===== config.mk =====
export PLATFORM = sky130hd
export DESIGN_NAME = sclk_divider_flat
export DESIGN_NICKNAME = d
export VERILOG_FILES = /design/src/rtl/sclk_divider_if.sv /design/src/rtl/sclk_divider.sv /design/src/flat_wrapper.sv
export SDC_FILE = /design/constraint.sdc
export NUM_CORES = 1
export LEC_CHECK = 0
export CAP_MARGIN = 20
export CORE_MARGIN = 2
export CORE_UTILIZATION = 53
export CTS_BUF_LIST = sky130_fd_sc_hd__clkbuf_8
export DETAILED_ROUTE_END_ITERATION = 12
export PLACE_DENSITY = 0.89
export RECOVER_POWER = 100
export SLEW_MARGIN = 20
export SYNTH_ARGS = -nofsm -noshare
export SYNTH_HDL_FRONTEND = slang
export SYNTH_SLANG_ARGS = --single-unit

===== constraint.sdc =====
create_clock -name clock_in -period 2.6 [get_ports clock_in]
set_clock_uncertainty 0.15 [all_clocks]
set_input_delay 0.52 -clock clock_in [delete_from_list [all_inputs] [get_ports clock_in]]
set_output_delay 0.52 -clock clock_in [all_outputs]
set_load 0.005 [all_outputs]

===== src/rtl/sclk_divider_if.sv =====
// Divided-clock control and status bundle shared by the
// SCLK divider and whatever programs or consumes it.
interface sclk_divider_if #(
    parameter int DIV_W = 8
);
    logic             enable;
    logic [DIV_W-1:0] div_half;
    logic             div_load;
    logic             div_ack;
    logic             clk_out;
    logic             rise_stb;
    logic             fall_stb;
    logic             busy;

    modport master (
        output enable,
        output div_half,
        output div_load,
        input  div_ack,
        input  clk_out,
        input  rise_stb,
        input  fall_stb,
        input  busy
    );

    modport slave (
        input  enable,
        input  div_half,
        input  div_load,
        output div_ack,
        output clk_out,
        output rise_stb,
        output fall_stb,
        output busy
    );
endinterface


===== src/rtl/sclk_divider.sv =====
// Glitch-free programmable divider for the serial-interface SCLK;
// divisor changes take effect only on a period boundary.
module sclk_divider #(
    parameter int DIV_W        = 8,
    parameter int DEFAULT_HALF = 2
) (
    input logic           clock_in,
    input logic           reset,
    sclk_divider_if.slave bus
);
    typedef enum logic [1:0] {
        IDLE,
        HIGH,
        LOW
    } state_t;

    localparam logic [DIV_W-1:0] DEF_HALF = DIV_W'(DEFAULT_HALF);
    localparam logic [DIV_W-1:0] ONE      = DIV_W'(1);

    state_t           state_q;
    logic [DIV_W-1:0] cnt_q;
    logic [DIV_W-1:0] half_q;
    logic [DIV_W-1:0] pend_q;
    logic             pend_vld_q;
    logic             clk_q;
    logic             rise_q;
    logic             fall_q;
    logic             ack_q;
    logic             busy_q;

    logic [DIV_W-1:0] half_act;
    logic             at_last;

    // A programmed zero behaves as the fastest legal setting.
    assign half_act = (half_q == '0) ? ONE : half_q;
    assign at_last  = (cnt_q == half_act - ONE);

    always_ff @(posedge clock_in or posedge reset) begin
        if (reset) begin
            state_q    <= IDLE;
            cnt_q      <= '0;
            half_q     <= DEF_HALF;
            pend_q     <= '0;
            pend_vld_q <= 1'b0;
            clk_q      <= 1'b0;
            rise_q     <= 1'b0;
            fall_q     <= 1'b0;
            ack_q      <= 1'b0;
            busy_q     <= 1'b0;
        end else begin
            rise_q <= 1'b0;
            fall_q <= 1'b0;
            ack_q  <= 1'b0;
            case (state_q)
                IDLE: begin
                    if (pend_vld_q) begin
                        half_q     <= pend_q;
                        ack_q      <= 1'b1;
                        pend_vld_q <= 1'b0;
                    end
                    if (bus.enable) begin
                        clk_q   <= 1'b1;
                        rise_q  <= 1'b1;
                        cnt_q   <= '0;
                        busy_q  <= 1'b1;
                        state_q <= HIGH;
                    end
                end
                HIGH: begin
                    if (at_last) begin
                        clk_q   <= 1'b0;
                        fall_q  <= 1'b1;
                        cnt_q   <= '0;
                        state_q <= LOW;
                    end else begin
                        cnt_q <= cnt_q + ONE;
                    end
                end
                LOW: begin
                    if (!at_last) begin
                        cnt_q <= cnt_q + ONE;
                    end else if (bus.enable) begin
                        if (pend_vld_q) begin
                            half_q     <= pend_q;
                            ack_q      <= 1'b1;
                            pend_vld_q <= 1'b0;
                        end
                        clk_q   <= 1'b1;
                        rise_q  <= 1'b1;
                        cnt_q   <= '0;
                        state_q <= HIGH;
                    end else begin
                        cnt_q   <= '0;
                        busy_q  <= 1'b0;
                        state_q <= IDLE;
                    end
                end
                default: begin
                    cnt_q   <= '0;
                    clk_q   <= 1'b0;
                    busy_q  <= 1'b0;
                    state_q <= IDLE;
                end
            endcase
            // Placed last so a load in the apply cycle keeps pending set.
            if (bus.div_load) begin
                pend_q     <= bus.div_half;
                pend_vld_q <= 1'b1;
            end
        end
    end

    assign bus.clk_out  = clk_q;
    assign bus.rise_stb = rise_q;
    assign bus.fall_stb = fall_q;
    assign bus.div_ack  = ack_q;
    assign bus.busy     = busy_q;
endmodule

===== src/flat_wrapper.sv =====
// flat-port wrapper written by rule: the top's interface ports become plain ports
module sclk_divider_flat 
#(
    parameter int DIV_W        = 8,
    parameter int DEFAULT_HALF = 2
)
  (clock_in, reset, bus_enable, bus_div_half, bus_div_load, bus_div_ack, bus_clk_out, bus_rise_stb, bus_fall_stb, bus_busy);
  sclk_divider_if #(.DIV_W(DIV_W)) bus_i ();
  input logic clock_in;
  input logic reset;
  input wire logic [$bits(bus_i.enable)-1:0] bus_enable;
  input wire logic [$bits(bus_i.div_half)-1:0] bus_div_half;
  input wire logic [$bits(bus_i.div_load)-1:0] bus_div_load;
  output wire logic [$bits(bus_i.div_ack)-1:0] bus_div_ack;
  output wire logic [$bits(bus_i.clk_out)-1:0] bus_clk_out;
  output wire logic [$bits(bus_i.rise_stb)-1:0] bus_rise_stb;
  output wire logic [$bits(bus_i.fall_stb)-1:0] bus_fall_stb;
  output wire logic [$bits(bus_i.busy)-1:0] bus_busy;
  assign bus_i.enable = bus_enable;
  assign bus_i.div_half = bus_div_half;
  assign bus_i.div_load = bus_div_load;
  assign bus_div_ack = bus_i.div_ack;
  assign bus_clk_out = bus_i.clk_out;
  assign bus_rise_stb = bus_i.rise_stb;
  assign bus_fall_stb = bus_i.fall_stb;
  assign bus_busy = bus_i.busy;
  sclk_divider #(.DIV_W(DIV_W), .DEFAULT_HALF(DEFAULT_HALF)) u_core (.clock_in(clock_in), .reset(reset), .bus(bus_i));
endmodule

==> impl_metrics.toml <==
[floorplan]
fp.dieArea_um2 = 3730
fp.dieW_um = 61.1
die_y_um = 61.1
core_um2 = 3080
start_util_pct = 56.1
fp-row-count = 20
io_pins = 17

[cts]
ctsLongestPathBuffers = 2
cts_max_level = 2
clock_sinks = 32
numCtsBuffers = 5
cts.clk_slew.worst_paths_ns = 0.06
clk_latency_ns = 0.29
hold_buffers = 0
clock-root-buffer = "clkbuf_8"
cts_tree = "done"

[yosys]
yosys.area.top_type = "dfrtp_1"
synth_ff_type = "dfrtp_1"
yosysTopAreaCellShare_pct = 45.0
synth_cell_types = 34
seq_area_frac_synth_pct = 46.5
synth.net_count = 190
yosys_warnings = 0
synth-async-reset-ratio_pct = 100
synth_edf_count = 0
synth.avg_cell_area_um2 = 10.0
syn_area_um2 = 1730
synth_commonest_cells = "dfrtp_1 (31), mux2_2 (16), o21ai_0 (15), nand2_1 (14), nor3_1 (11)"
ys_top_cells_by_area = "dfrtp_1 (45%), mux2_2 (10%), xnor2_1 (5.1%)"
syn_inst = 172
synth-seq-cells = 32
synth_most_common_cell = "dfrtp_1"

[cells_and_area]
multi_input_area_um2 = 925
nFillCells = 226
nNetsFinal = 224
seq_area_um2 = 803
n_antenna_cell = 0
layoutNonFillerInstCount = 251
syn_to_final_growth_pct = 27.3
drive_gt1_share_pct = 23.2

[route]
first_pass_iters = 4
wl_per_cell_um = 16.4
vias = 1457
routed_wl_um = 4110
drc = 0
dr.first_iter.drc_count = 88
antenna_left = 0
vias_per_cell = 5.80

[pwr]
ir_worst_vdd_v = 0.000676
power_density_nw_per_um2 = 1130
power_w = 0.00248
power_leakage_nw = 0.931

[timing]
rsz0062_at_grt = "true"
worst_pin_slew_ns = 0.706
timing.hold.ws_ns = 0.359
fin_ws_ns = -0.245
slew_headroom_pct = 52.9
hold_viol = 0
setup_tns_ns = -2.48
slew_violations = 0
maxClockFrequency_mhz = 352
setup_viol = 17
period_share_pct = 109
fin_crit_ns = 2.84

[worst_setup_path]
cp-start-kind = "flop"
crit_chain = "nor4_4 -> a21oi_2 -> ha_2 -> nor3b_4 -> xnor2_1 -> nor3_1 -> nand4_1 -> o32ai_4 -> buf_12 -> mux2_2"
reg2regPathDepth = 10
reg2reg_from = "u_core.half_q[2]"
critPathArrivalTime_ns = 2.86
worstPathRequired_ns = 2.62
worstSetupPathType = "flop to flop"
cp-end-kind = "flop"
slowest_delay_ns = 0.42
worstPathMaxFanout = 8
critical_path.startpoint = "u_core.half_q[2]"
crit_slowest_cell = "dfrtp_2"

[placement]
place_congestion = 0.940
numPortBuffers = 16
pre_cts_slack_ns = -0.191
placed_cells = 241
place_hpwl_um = 2910

[outcome]
violations = "negative setup slack"
outcome = "complete, but fails checks"

[global_route]
grt_pass1_wl_um = 6880
grt_pass1_vias = 1503
grt_overflow = 0
grt_usage_pct = 26.3
grt_max_degree = 18
grt_antenna_before_repair = 0

[run]
max-cap-violations = 0

[worst_hold_path]
min_path_type = "flop to flop"
hold_depth = 1
hp-start = "u_core.pend_q[6]"
-- what timing repair did --
item | in CTS | in global routing
pin swaps | 0 | 0
buffers inserted | 2 | 0
endpoints found under the setup margin | 22 | 24
gates resized for setup | 3 | 1
-- cells by family after synthesis --
logic type | count (synthesis) | synth area share (%)
mux | 16 | 10.4
buf+inv | 13 | 2.90
xor+xnor | 11 | 5.58
simple gates | 57 | 16.2
compound gates | 37 | 14.1
flops | 32 | 46.5
fa+ha+maj | 6 | 4.35
-- through the flow --
| step | utilization [%] | area (um^2) |
|---|---|---|
| final | 71.3 | 2200 |
| after global routing | 71.3 | 2200 |
| after detailed placement | 67.6 | 2080 |
| after CTS | 71.3 | 2200 |
| after floorplan | - | 1760 |
| after global placement | 67.6 | 2080 |
-- layout by cell type, fill, tap and decap left out, drive strengths merged, types with 2 or more instances in the layout --
cell and n:
a31oi 2, dlygate4sd3 7, buf 16, o31ai 4, a21oi 8, nor2 8
nand3 8, nor2b 2, o21ai 15, nand2 14, clkdlybuf4s50 9, nor3 11
xnor2 10, dfrtp 31, mux2 16, nor4 2, or3 2, and3 5
ha 6, clkbuf 8, inv 8
-- cell type report --
type,instances,area share (%)
multi-input cells,127,42.1
flip-flops and latches,32,36.6
repair buffers,34,13.7
clock buffers,6,3.76
well taps,44,2.51
inverters,6,1.03
clock inverters,2,0.342
-- report_power, final --
group | switching, W | internal, W | total, W
clock network | 0.000174 | 0.000208 | 0.000381
registers | 0.000185 | 0.000675 | 0.000860
logic | 0.000594 | 0.000640 | 0.00123
total | 0.000953 | 0.00152 | 0.00248
-- flip-flops by register name, summed over array words and instances (netlist names) --
signal	count
u_core.bus.busy	1
u_core.bus.clk_out	1
u_core.bus.div_ack	1
u_core.pend_q	8
u_core.state_q	2
u_core.half_q	8
u_core.bus.fall_stb	1
u_core.pend_vld_q	1
u_core.cnt_q	8
u_core.bus.rise_stb	1
-- final timing paths --
path                                     to  slack, ns
min in group asynchronous   u_core.bus.busy       0.63
max in group asynchronous   u_core.cnt_q[4]       0.80
max reg2reg                u_core.half_q[3]      -0.24
max                        u_core.half_q[3]      -0.24
min                        u_core.half_q[6]       0.36
min reg2reg                u_core.half_q[6]       0.36
-- critical path, delay by kind of cell, from the launching register on --
| family | cells | cell delay (ns) |
|---|---|---|
| AO/OA/AOI/OAI | 2 | 0.44 |
| XOR/XNOR | 1 | 0.12 |
| adder cells (fa/ha/maj) | 1 | 0.22 |
| buffers and inverters | 1 | 0.17 |
| flip-flops | 1 | 0.42 |
| multiplexers | 1 | 0.33 |
| AND/OR/NAND/NOR | 4 | 0.87 |
-- metal layers --
layer | part of all wire [%] | GRT usage, % | vias up
li1 | - | - | 681
met1 | 38 | 29.0 | 713
met2 | 54 | 46.0 | 49
met3 | 4.5 | 6.72 | 14
met4 | 3.4 | 14.3 | 0
met5 | 0 | 0 | -
Note: power is estimated with default switching activity, not from simulation.
